<file path="config.mk">
export PLATFORM = sky130hd
export DESIGN_NAME = rx_bit_timer
export DESIGN_NICKNAME = d
export VERILOG_FILES = /design/src/rtl/rx_bit_timer.sv
export SDC_FILE = /design/constraint.sdc
export NUM_CORES = 1
export LEC_CHECK = 0
export BUFFER_PORTS_ARGS = -buffer_cell sky130_fd_sc_hd__buf_2
export CAP_MARGIN = 30
export CORE_MARGIN = 5
export CORE_UTILIZATION = 26
export DETAILED_ROUTE_END_ITERATION = 10
export PLACE_DENSITY = 0.51
export SETUP_SLACK_MARGIN = 0.4
export SKIP_LAST_GASP = 1
export SYNTH_ARGS = -nofsm -noshare
export SYNTH_HDL_FRONTEND = slang
export SYNTH_SLANG_ARGS = --single-unit
</file>
<file path="constraint.sdc">
create_clock -name clk -period 3.7 [get_ports clk]
set_input_delay 0.185 -clock clk [delete_from_list [all_inputs] [get_ports clk]]
set_output_delay 0.185 -clock clk [all_outputs]
set_load 0.02 [all_outputs]
</file>
<file path="src/rtl/rx_bit_timer.sv">
// Oversampling bit/frame timer for the UART receiver: counts prescale edges per bit
// and bits per frame after a start edge. Optional second stop bit: RX_TIMER_STOP2_EN.
module rx_bit_timer #(
    parameter int PRESCALE_W = 6,
    parameter int BIT_CNT_W  = 4
) (
    input  logic                  clk,
    input  logic                  rst,
    input  logic [PRESCALE_W-1:0] prescale,
    input  logic [3:0]            data_bits,
    input  logic                  par_en,
`ifdef RX_TIMER_STOP2_EN
    input  logic                  stop2,
`endif
    input  logic                  start,
    input  logic                  abort,
    output logic                  busy,
    output logic [PRESCALE_W-1:0] edge_cnt,
    output logic [BIT_CNT_W-1:0]  bit_cnt,
    output logic                  sample_stb,
    output logic                  sample_last,
    output logic                  bit_done,
    output logic                  frame_done
);

    typedef enum logic {
        IDLE = 1'b0,
        RUN  = 1'b1
    } state_t;

    state_t                state_q;
    logic [PRESCALE_W-1:0] p_q;
    logic [PRESCALE_W-1:0] p_d;
    logic [BIT_CNT_W-1:0]  f_q;
    logic [BIT_CNT_W-1:0]  f_d;
    logic [PRESCALE_W-1:0] edge_q;
    logic [BIT_CNT_W-1:0]  bit_q;
    logic [3:0]            d_clamp;
    logic                  stop_extra;
    logic [PRESCALE_W-1:0] mid;
    logic                  run;

    // Frame configuration, captured only when a frame starts.
    always_comb begin
        p_d = (prescale < PRESCALE_W'(4)) ? PRESCALE_W'(4) : prescale;
        if (data_bits < 4'd5) begin
            d_clamp = 4'd5;
        end else if (data_bits > 4'd9) begin
            d_clamp = 4'd9;
        end else begin
            d_clamp = data_bits;
        end
`ifdef RX_TIMER_STOP2_EN
        stop_extra = stop2;
`else
        stop_extra = 1'b0;
`endif
        // start bit + data + parity + (1 + optional second) stop bits
        f_d = BIT_CNT_W'(2) + BIT_CNT_W'(d_clamp) + BIT_CNT_W'(par_en)
            + BIT_CNT_W'(stop_extra);
    end

    always_ff @(posedge clk or negedge rst) begin
        if (!rst) begin
            state_q <= IDLE;
            p_q     <= PRESCALE_W'(4);
            f_q     <= '0;
            edge_q  <= '0;
            bit_q   <= '0;
        end else if (abort) begin
            state_q <= IDLE;
            edge_q  <= '0;
            bit_q   <= '0;
        end else begin
            case (state_q)
                IDLE: begin
                    edge_q <= '0;
                    bit_q  <= '0;
                    if (start) begin
                        p_q     <= p_d;
                        f_q     <= f_d;
                        state_q <= RUN;
                    end
                end
                RUN: begin
                    if (edge_q == p_q - PRESCALE_W'(1)) begin
                        edge_q <= '0;
                        if (bit_q == f_q - BIT_CNT_W'(1)) begin
                            bit_q   <= '0;
                            state_q <= IDLE;
                        end else begin
                            bit_q <= bit_q + BIT_CNT_W'(1);
                        end
                    end else begin
                        edge_q <= edge_q + PRESCALE_W'(1);
                    end
                end
                default: begin
                    state_q <= IDLE;
                    edge_q  <= '0;
                    bit_q   <= '0;
                end
            endcase
        end
    end

    // P >= 4 guarantees M-1 >= 1 and M+1 <= P-1, so the three samples fit in every bit.
    assign mid         = p_q >> 1;
    assign run         = (state_q == RUN);
    assign busy        = run;
    assign edge_cnt    = edge_q;
    assign bit_cnt     = bit_q;
    assign sample_stb  = run && ((edge_q == mid - PRESCALE_W'(1)) || (edge_q == mid)
                                 || (edge_q == mid + PRESCALE_W'(1)));
    assign sample_last = run && (edge_q == mid + PRESCALE_W'(1));
    assign bit_done    = run && (edge_q == p_q - PRESCALE_W'(1));
    assign frame_done  = bit_done && (bit_q == f_q - BIT_CNT_W'(1));

endmodule
</file>
==> flow_results.org <==
** Status
- Outcome :: finished, final reports clean

** Floorplanning
- From bottom edge to top edge, the die measures 89.0 um.
- Area of the die :: 7930 um^2
- In this run the core area contains 28 standard-cell rows.
- Number of ports placed on the die boundary :: 30
- Area of the placeable core :: ~6000 um^2
- Initial Util :: 27.1%
- Chip width :: between 80 and 90 um

** Placed design
- Detailed Place HPWL :: ~2.9 mm
- At the end of routability-driven placement, the weighted congestion stood at between 0.8 and 0.9.
- Number of I/O port buffers :: 29

** Synth
- Synthesis inferred 21 register bits.
- Flip-flop cell with the highest count after synthesis :: dfrtp_1
- Sequential cells were found to cover between 30% and 40% of the synthesized design area.
- Proportion of netlist area held by the largest area contributor :: a little under a third
- Count of distinct cell types in the synthesized netlist :: 44
- Cells after synthesis :: roughly 180
- Synthesized cell area :: about 1600 um^2
- The Yosys step of the flow raised 0 warnings.
- Post-synth ARST share :: 100%
- The number of nets in the synthesized netlist is 208.
- Counting flops with a built-in enable in the synthesized netlist gives 0.
- After synthesis, the mean cell area works out to between 8 and 9 um^2.
- Summed over all instances, the cell type with the most area after synthesis is dfrtp_1.
- Largest cells by area after synthesis :: dfrtp_1, xnor2_1, xor2_1, ha_1, nand2_1

** Timing
- Adding up every negative setup slack in the final design gives 0 ns.
- Min Tclk post-route :: between 2 and 3 ns
- RSZ-0062 raised after global routing :: no
- Worst-Margin Slew :: slightly below 0.6 ns
- Share of the clock period used by the worst path after layout :: 73.8%
- In this run the tightest slew margin relative to its limit is slightly above 60%.
- For this run, the top clock speed supported by timing is roughly 0.37 GHz.
- Final Skew :: ~0.0014 ns
- Number of failing setup endpoints in the final timing report :: 0
- Number of max-slew violations in the final report :: 0
- Count of final hold-check violations :: 0

** Setup path
- Sort of element at the start of the critical path :: flop
- Endpoint arrival time on the critical path :: ~2.6 ns
- Required time at the worst-slack endpoint :: roughly 3.5 ns
- STA classifies the critical path endpoint as a primary output.
- Start-to-end type of the worst setup path :: reg2out
- Worst R2R Path Depth :: 7
- Together, buffers and inverters on the worst path number 2.
- Maximum cell stage delay along the critical path :: around 0.60 ns
- Cell family contributing the most delay on the critical path :: flip-flops
- Traced cell by cell, the critical path runs through inv_1 -> ha_1 -> a21boi_4 -> a21oi_1 -> o2111ai_4 -> nor2_2 -> and3_1 -> buf_2.
- Largest fanout on the critical path :: 9
- In this run the number of cells on the critical path is 8.
- In this run the worst setup path begins at p_q[2].
- The slowest stage of the critical path is the dfstp_2 cell.
- Source of the worst register-to-register timing path :: p_q[2]

** Pwr
- Dividing total power by cell area gives a power density of 356 nW/um^2.
- In this run the static leakage power is 0.841 nW.
- Max IR drop VDD :: roughly 0.00018 V
- The design draws ~0.66 mW.

** Routing
- Wire length reported by the detailed router :: approximately 3.7 mm
- Number of vias per cell after detailed routing :: between 4 and 5
- DRC Markers :: 0
- Number of iterations in the first detailed-routing pass :: 4
- Post-detailed-route count of antenna-violating nets :: 0
- Across all layers, the routed design uses 1324 vias.
- Drt wl/cell :: roughly 13 um
- For this block, the initial DRC count from the detailed router was 30.

** CTS
- For the worst-skew pair, the clock arrives at the later sink with an insertion delay of 0.25 ns.
- TritonCTS Buffers :: 3
- Maximum number of buffers from clock root to sink :: 2
- Number of H-tree levels :: 1
- Clk sinks :: 21
- The root buffer cell chosen for the clock tree is clkbuf_8.
- After clock tree synthesis, the setup repair step added 0 buffers.
- Clock-pin slew was measured on the worst setup and hold paths at around 0.070 ns.
- TritonCTS built the clock tree.

** Min path
- Type of the worst min-delay path :: in2reg
- Min-Delay Startpoint :: abort
- Along the worst hold path, the cell count comes to 2.

** Cells and area
- The layout has between 600 and 700 filler cells.
- Flip-flop and latch area :: approximately 530 um^2
- Footprint of the multi-input gates :: around 1000 um^2
- Relative to the synthesized area, the layout overhead comes to 14.5%.
- Ant diodes :: 0
- Number of nets in the finished design :: about 230
- In the final layout, the share of cells above drive strength 1 is roughly a fifth.

** Job
- Number of maximum-capacitance constraint violations :: 0

** Global route
- Number of antenna violations at the first check in global routing :: 0
- Vias in the first global route :: approximately 1300
- The first global-routing pass estimated about 6.3 mm of wire.
- For this run the aggregate overflow at the end of global routing stands at 0.
- Largest net degree at the start of global routing :: 22
- Overall Global Routing Usage :: around 10%
[power breakdown]
part | switching, mW | leakage, nW | total, mW | internal [mW]
logic | 0.121 | 0.547 | 0.223 | 0.102
clock network | 0.0700 | 0.0228 | 0.147 | 0.0766
registers | 0.0416 | 0.271 | 0.293 | 0.251
[final timing paths]
path	end	slack (ns)
setup / recovery	frame_done	0.97
hold / removal	busy	0.12
setup reg to reg	bit_cnt[0]	1.38
hold reg to reg	f_q[1]	0.53
max in group asynchronous	p_q[2]	2.94
min in group asynchronous	busy	0.41
[Yosys cell counts (all sizes together), types with 3 or more instances]
cell    number
nand2       21
dfrtp       20
xnor2       15
xor2        14
nor2        12
nor3        11
ha           9
inv          9
o21ai        9
buf          8
nand3        8
a21oi        6
and2         4
and3         3
nand4        3
o211ai       3
[repair_timing]
action,CTS,global route
hold buffers,1,0
endpoints found under the hold margin,20,0
gates resized for setup,0,0
[final cells by class]
type,instances,share of cell area [%]
Inverter,9,1.82
Multi-Input combinational cell,144,54.0
Sequential cell,21,28.3
Tap cell,75,5.05
Clock buffer,4,2.42
Timing Repair Buffer,30,8.34
[logic make-up after synthesis]
kind of cell	Yosys count	share of synthesized area (%)
adders and majority gates	9	6.93
buffers and inverters	19	5.70
xor gates and xnor gates	30	17.6
DFF	21	32.4
AOI/OAI and AO/OA	32	14.9
and+or+nand+nor	73	22.4
[worst reg2reg max path: cells and delay by family, from the launching register on]
kind | cells | cell delay [ns]
AO/OA/AOI/OAI | 4 | 0.76
flip-flops | 1 | 0.60
AND/OR/NAND/NOR | 1 | 0.53
buffers and inverters | 1 | 0.10
adder cells (fa/ha/maj) | 1 | 0.25
[registers in the layout, summed over array words and instances, names as in the netlist]
signal    cells
f_q           4
bit_cnt       4
edge_cnt      6
busy          1
p_q           6
[metal layers]
metal / track usage (%) / wire length, um / share of wire, %
met2: 16.8 / 1740 / 46
met1: 13.4 / 1870 / 50
met5: 0 / 0 / 0
met4: 2.98 / 44 / 1.2
met3: 1.20 / 85 / 2.3
[placed cells by master, fill, tap and decap left out, types with 6 or more instances in the layout]
cell      n
xor2_1   14
inv_1     9
buf_2    29
nor3_1   11
nand3_1   8
dfrtp_1  20
ha_1      9
o21ai_0   9
nand2_1  21
a21oi_1   6
xnor2_1  14
nor2_1   11
[metrics by stage]
stage	hold slack (ns)	std cells	setup WS (ns)	cell area, um^2	util (%)
2_1_floorplan	-0.111	184	1.49	1620	-
3_3_place_gp	0.168	278	1.29	1800	30.1
3_5_place_dp	0.174	278	1.25	1800	30.1
4_1_cts	0.110	283	0.942	1860	31.0
5_1_grt	0.120	283	0.777	1860	31.0
6_report	0.120	283	0.968	1860	31.0
(Power assumes the default switching activity.)
